File: src/rtl/issue_select_n.sv
`default_nettype none
//------------------------------------------------------------------------------
// Module   : issue_select_n
// Purpose  : Parametrised issue selector. Tracks N_ENTRY functional-unit
//            slots with up to N_SRC pending source tags each, wakes them
//            from the writeback broadcast, and offers the oldest ready slot
//            to execute through a valid/ready handshake.
// Revision : 1.0 - initial release
//------------------------------------------------------------------------------
module issue_select_n #(
    parameter int N_ENTRY = 5,
    parameter int SLOT_W  = $clog2(N_ENTRY),
    parameter int N_SRC   = 3,
    parameter int TAG_W   = 5,
    parameter int AGE_W   = 3
) (
    input  logic                   CLK,
    input  logic                   RST,
    input  logic                   disp_valid,
    input  logic [SLOT_W-1:0]      disp_slot,
    input  logic [N_SRC-1:0]       disp_pend,
    input  logic [N_SRC*TAG_W-1:0] disp_tag,
    output logic                   disp_ready,
    input  logic                   wb_valid,
    input  logic [TAG_W-1:0]       wb_tag,
    output logic                   issue_valid,
    output logic [SLOT_W-1:0]      issue_slot,
    input  logic                   issue_ready,
    input  logic                   done_valid,
    input  logic [SLOT_W-1:0]      done_slot,
    input  logic                   flush,
    input  logic                   freeze,
    output logic [N_ENTRY-1:0]     slot_busy
);

    localparam logic [1:0]       S_EMPTY   = 2'd0;
    localparam logic [1:0]       S_WAIT    = 2'd1;
    localparam logic [1:0]       S_RDY     = 2'd2;
    localparam logic [1:0]       S_EX      = 2'd3;
    localparam logic [AGE_W-1:0] c_age_max = {AGE_W{1'b1}};

    // Per-slot decode of the index inputs; out-of-range indices match nothing.
    logic [N_ENTRY-1:0]  w_disp_hit;
    logic [N_ENTRY-1:0]  w_done_hit;
    logic [N_ENTRY-1:0]  w_empty;
    logic [N_ENTRY-1:0]  w_rdy;
    logic [AGE_W-1:0]    w_age [N_ENTRY];
    logic [N_SRC-1:0]    w_disp_pend_eff;
    logic                w_disp_fire;
    logic                w_issue_fire;
    logic                w_sel_found;
    logic [AGE_W-1:0]    w_sel_age;
    logic [SLOT_W-1:0]   w_sel_idx;

    // Same-cycle wakeup bypass: a source produced this cycle is not pending.
    for (genvar k = 0; k < N_SRC; k++) begin : g_disp_src
        assign w_disp_pend_eff[k] = disp_pend[k] &&
            !(wb_valid && (wb_tag == disp_tag[k*TAG_W +: TAG_W]));
    end

    assign disp_ready   = (|(w_disp_hit & w_empty)) && !flush;
    assign w_disp_fire  = disp_valid && disp_ready;
    assign slot_busy    = ~w_empty;

    // Oldest-first select; strict compare keeps the lowest index on ties.
    always_comb begin
        w_sel_found = 1'b0;
        w_sel_age   = '0;
        w_sel_idx   = '0;
        for (int i = 0; i < N_ENTRY; i++) begin
            if (w_rdy[i] && (!w_sel_found || (w_age[i] > w_sel_age))) begin
                w_sel_found = 1'b1;
                w_sel_age   = w_age[i];
                w_sel_idx   = SLOT_W'(i);
            end
        end
    end

    assign issue_valid  = w_sel_found && !freeze && !flush;
    assign issue_slot   = w_sel_idx;
    assign w_issue_fire = issue_valid && issue_ready;

    for (genvar i = 0; i < N_ENTRY; i++) begin : g_slot
        logic [1:0]             r_state;
        logic [N_SRC-1:0]       r_pend;
        logic [N_SRC*TAG_W-1:0] r_tag;
        logic [AGE_W-1:0]       r_age;
        logic [N_SRC-1:0]       w_wake;
        logic [N_SRC-1:0]       w_pend_left;
        logic [AGE_W-1:0]       w_age_next;

        for (genvar k = 0; k < N_SRC; k++) begin : g_wake
            assign w_wake[k] = wb_valid && (r_tag[k*TAG_W +: TAG_W] == wb_tag);
        end

        assign w_disp_hit[i] = (disp_slot == SLOT_W'(i));
        assign w_done_hit[i] = (done_slot == SLOT_W'(i));
        assign w_empty[i]    = (r_state == S_EMPTY);
        assign w_rdy[i]      = (r_state == S_RDY);
        assign w_age[i]      = r_age;
        assign w_pend_left   = r_pend & ~w_wake;
        // Age saturates at its maximum and holds while issue is frozen.
        assign w_age_next    = (freeze || (r_age == c_age_max)) ?
                               r_age : r_age + AGE_W'(1);

        // Slot lifecycle: dispatch, wakeup, issue, completion, flush.
        always_ff @(posedge CLK) begin
            if (RST || flush) begin
                r_state <= S_EMPTY;
                r_pend  <= '0;
                r_tag   <= '0;
                r_age   <= '0;
            end else begin
                case (r_state)
                    S_EMPTY: begin
                        if (w_disp_fire && w_disp_hit[i]) begin
                            r_pend  <= w_disp_pend_eff;
                            r_tag   <= disp_tag;
                            r_age   <= '0;
                            r_state <= (|w_disp_pend_eff) ? S_WAIT : S_RDY;
                        end
                    end
                    S_WAIT: begin
                        r_pend <= w_pend_left;
                        r_age  <= w_age_next;
                        if (w_pend_left == '0) begin
                            r_state <= S_RDY;
                        end
                    end
                    S_RDY: begin
                        if (w_issue_fire && (w_sel_idx == SLOT_W'(i))) begin
                            r_state <= S_EX;
                            r_age   <= '0;
                        end else begin
                            r_age <= w_age_next;
                        end
                    end
                    S_EX: begin
                        if (done_valid && w_done_hit[i]) begin
                            r_state <= S_EMPTY;
                        end
                    end
                    default: begin
                        r_state <= S_EMPTY;
                    end
                endcase
            end
        end
    end

endmodule
`default_nettype wire
File: config.mk
export PLATFORM = sky130hd
export DESIGN_NAME = issue_select_n
export DESIGN_NICKNAME = d
export VERILOG_FILES = /design/src/rtl/issue_select_n.sv
export SDC_FILE = /design/constraint.sdc
export NUM_CORES = 1
export LEC_CHECK = 0
export BUFFER_PORTS_ARGS = -buffer_cell sky130_fd_sc_hd__buf_2
export CAP_MARGIN = 10
export CELL_PAD_IN_SITES_DETAIL_PLACEMENT = 2
export CELL_PAD_IN_SITES_GLOBAL_PLACEMENT = 2
export CORE_ASPECT_RATIO = 0.7
export CORE_MARGIN = 3
export CORE_UTILIZATION = 30
export DETAILED_ROUTE_END_ITERATION = 7
export PLACE_DENSITY = 0.73
export REMOVE_ABC_BUFFERS = 1
export SLEW_MARGIN = 20
export SYNTH_ARGS = -nofsm -noshare
export SYNTH_HDL_FRONTEND = slang
export SYNTH_SLANG_ARGS = --single-unit
File: constraint.sdc
create_clock -name CLK -period 14.19 [get_ports CLK]
set_clock_uncertainty 0.05 [all_clocks]
set_input_delay 1.419 -clock CLK [delete_from_list [all_inputs] [get_ports CLK]]
set_output_delay 1.419 -clock CLK [all_outputs]
set_load 0.02 [all_outputs]
==> impl_metrics.toml <==
[finish]
regArea_um2 = 2300
nFillCells = 2615
multi_input_area_um2 = 4360
layout_commonest_cell = "nand2_1"
syn_to_final_growth_pct = 14.7
fin_nets = 944
mostFrequentLayoutCells = "nand2_1 (120), dfxtp_1 (115), a21oi_1 (79)"
layout-drive-gt1-share = 0.126
n_antenna_cell = 0
stdcell_area_um2 = 8040

[cts]
htreeDepth = 4
cts_sinks = 115
ctsHoldBuffers = 0
clockBufferDepth = 2
clk_latency_ns = 0.42
cts_resized = 0
numCtsBuffers = 17
post_cts_buffers = 0
cts_root_buffer = "clkbuf_16"
tritoncts = "done"
clk_pin_slew_ns = 0.06

[global_route]
grt_pass1_vias = 6724
antenna_found_initial = 0
grt_util_all_layers = 0.200
grt-ovfl-total = 0
grt_first_pass_wirelength_um = 38900
grt_max_degree = 81

[timing]
tns_ns = 0
finalCritPeriodShare = 0.586
hold_ws_ns = 0.421
drv_slew = 0
timing.slew.headroom = 0.360
max_clock_freq_mhz = 120
hold_violations = 0
finalWorstSetupSlack_ns = 5.87
rsz0062_at_grt = "false"
fin_crit_ns = 8.32
worst_slew_pin_slew_ns = 0.960
final-setup-viol-count = 0

[detailed_routing]
drt-pass1-iter-count = 5
dr.first_iter.drc_count = 320
routedWlPerCell_um = 20.7
vias_per_cell = 5.18
vias = 6153
detail-route-antenna-nets = 0
drc = 0
wirelength_um = 24600

[run]
max_cap_viol_count = 0

[worst_setup_path]
cp.arrival_ns = 6.85
cpMostUsedCell = "ha_1"
crit_slowest_cell = "o21bai_1"
end_kind = "primary output"
worstPathMaxFanout = 9
cp.required_ns = 12.72
crit_type = "reg2out"
slowest_delay_ns = 0.55
start_kind = "flop"

[floorplanning]
rows = 46
start_util = 0.307
die_area_um2 = 25300
die_h_um = 134
ios = 47
die_w_um = 189
core_um2 = 22800

[logic_synthesis]
synth_top_flop_cell = "dfxtp_1"
synth_edf_count = 0
yosys.area.top_type_share = 0.329
async_reset_ff_frac = 0
ys_types = 60
yosysTopAreaCell = "dfxtp_1"
yosys_warnings = 0
synth.avg_cell_area_um2 = 8.39
synth_seq_cells = 115
ys_seq_area_frac = 0.329
syn-cell-area_um2 = 7010
syn-instance-count = 835
yosys-top-cells-area = "dfxtp_1 (33%), xnor2_1 (9.7%), ha_1 (8.0%)"

[power_and_ir_drop]
ir_drop_uv = 79.1
powerDensity_nw_per_um2 = 104
p_leak_nw = 3.07

[run_status]
status = "completed"

[placed_design]
gp_congestion = 0.791
dpl_cell_area_um2 = 7470
hpwl_um = 17400
port_buffers = 46
place_ws_ns = 6.30

[min_path]
hold_path_class = "reg2reg"
[routing by layer]
metal / track usage / up-vias / share of wire
met1: 0.286 / 3098 / 0.52
met4: 0.0409 / 0 / 0.0085
met3: 0.0379 / 16 / 0.028
li1: - / 2964 / -
met2: 0.316 / 75 / 0.44
met5: 0 / - / 0
[power by group]
part           total [mW]  switching [mW]  internal [mW]
sequential          0.327         0.00177          0.325
clock               0.422           0.165          0.257
combinational      0.0909          0.0615         0.0293
[synth_stat cells (all sizes together) (3+ instances only)]
cell      n
a211oi    3
a21o      5
o2111a    8
a22o      7
mux2i    37
inv      41
clkbuf   24
o211ai   14
nand4    25
buf      19
xor2     12
or3       9
nor3b     3
nand2b    4
nor2b     7
xnor2    78
nand2   120
a32o      6
nor3     12
o21a     11
nor2     51
or2       5
a21oi    79
a31oi    11
nor4      3
mux2      7
nand3     8
dfxtp   115
and3      5
ha       45
o21ai    35
[through the flow]
stage	instances	util	power, mW
after floorplan	792	-	0.382
after global placement	1155	0.328	0.422
after detailed placement	1155	0.328	0.424
final	1187	0.353	0.840
after CTS	1187	0.353	0.848
after global routing	1187	0.353	0.875
[flip-flops by register name, summed over array words and instances (netlist names)]
signal / cells
g_slot.r_pend: 15
g_slot.r_age: 15
g_slot.r_state: 10
g_slot.r_tag: 75
[worst paths after layout]
| kind | from | to | slack [ns] | cells after the start |
|---|---|---|---|---|
| worst max-delay path | g_slot[0].r_state[0] | issue_slot[1] | 5.87 | 26 |
| worst min-delay path | g_slot[2].r_tag[3] | g_slot[2].r_tag[3] | 0.42 | 2 |
| worst max register to register | g_slot[0].r_state[0] | g_slot[2].r_age[0] | 7.13 | 27 |
| worst min register to register | g_slot[2].r_tag[3] | g_slot[2].r_tag[3] | 0.42 | 2 |
[critical path, delay by kind of cell (launching register included)]
family | cells | cell delay, ns
AOI/OAI and AO/OA | 9 | 2.02
adders and majority gates | 5 | 1.63
muxes | 3 | 1.06
and+or+nand+nor | 6 | 0.98
buffers and inverters | 3 | 0.40
DFF | 1 | 0.33
[area by class of cell]
cell class,count,area share
tap,312,0.0486
clock inverter,14,0.0173
clock buffer,18,0.0534
multi-input combinational,636,0.542
sequential,115,0.286
inverter,41,0.0191
timing repair buffer,51,0.0333
[cell families (layout without fill, tap and decap cells)]
group | after synthesis | after routing | share of synthesized area
DFF | 115 | 115 | 0.329
and+or+nand+nor | 261 | 261 | 0.176
AOI/OAI and AO/OA | 196 | 196 | 0.189
adders and majority gates | 45 | 45 | 0.0803
xor gates and xnor gates | 90 | 90 | 0.112
muxes | 44 | 44 | 0.0641
buffers and inverters | 84 | 124 | 0.0500
Power figures use the tool's default switching activity.
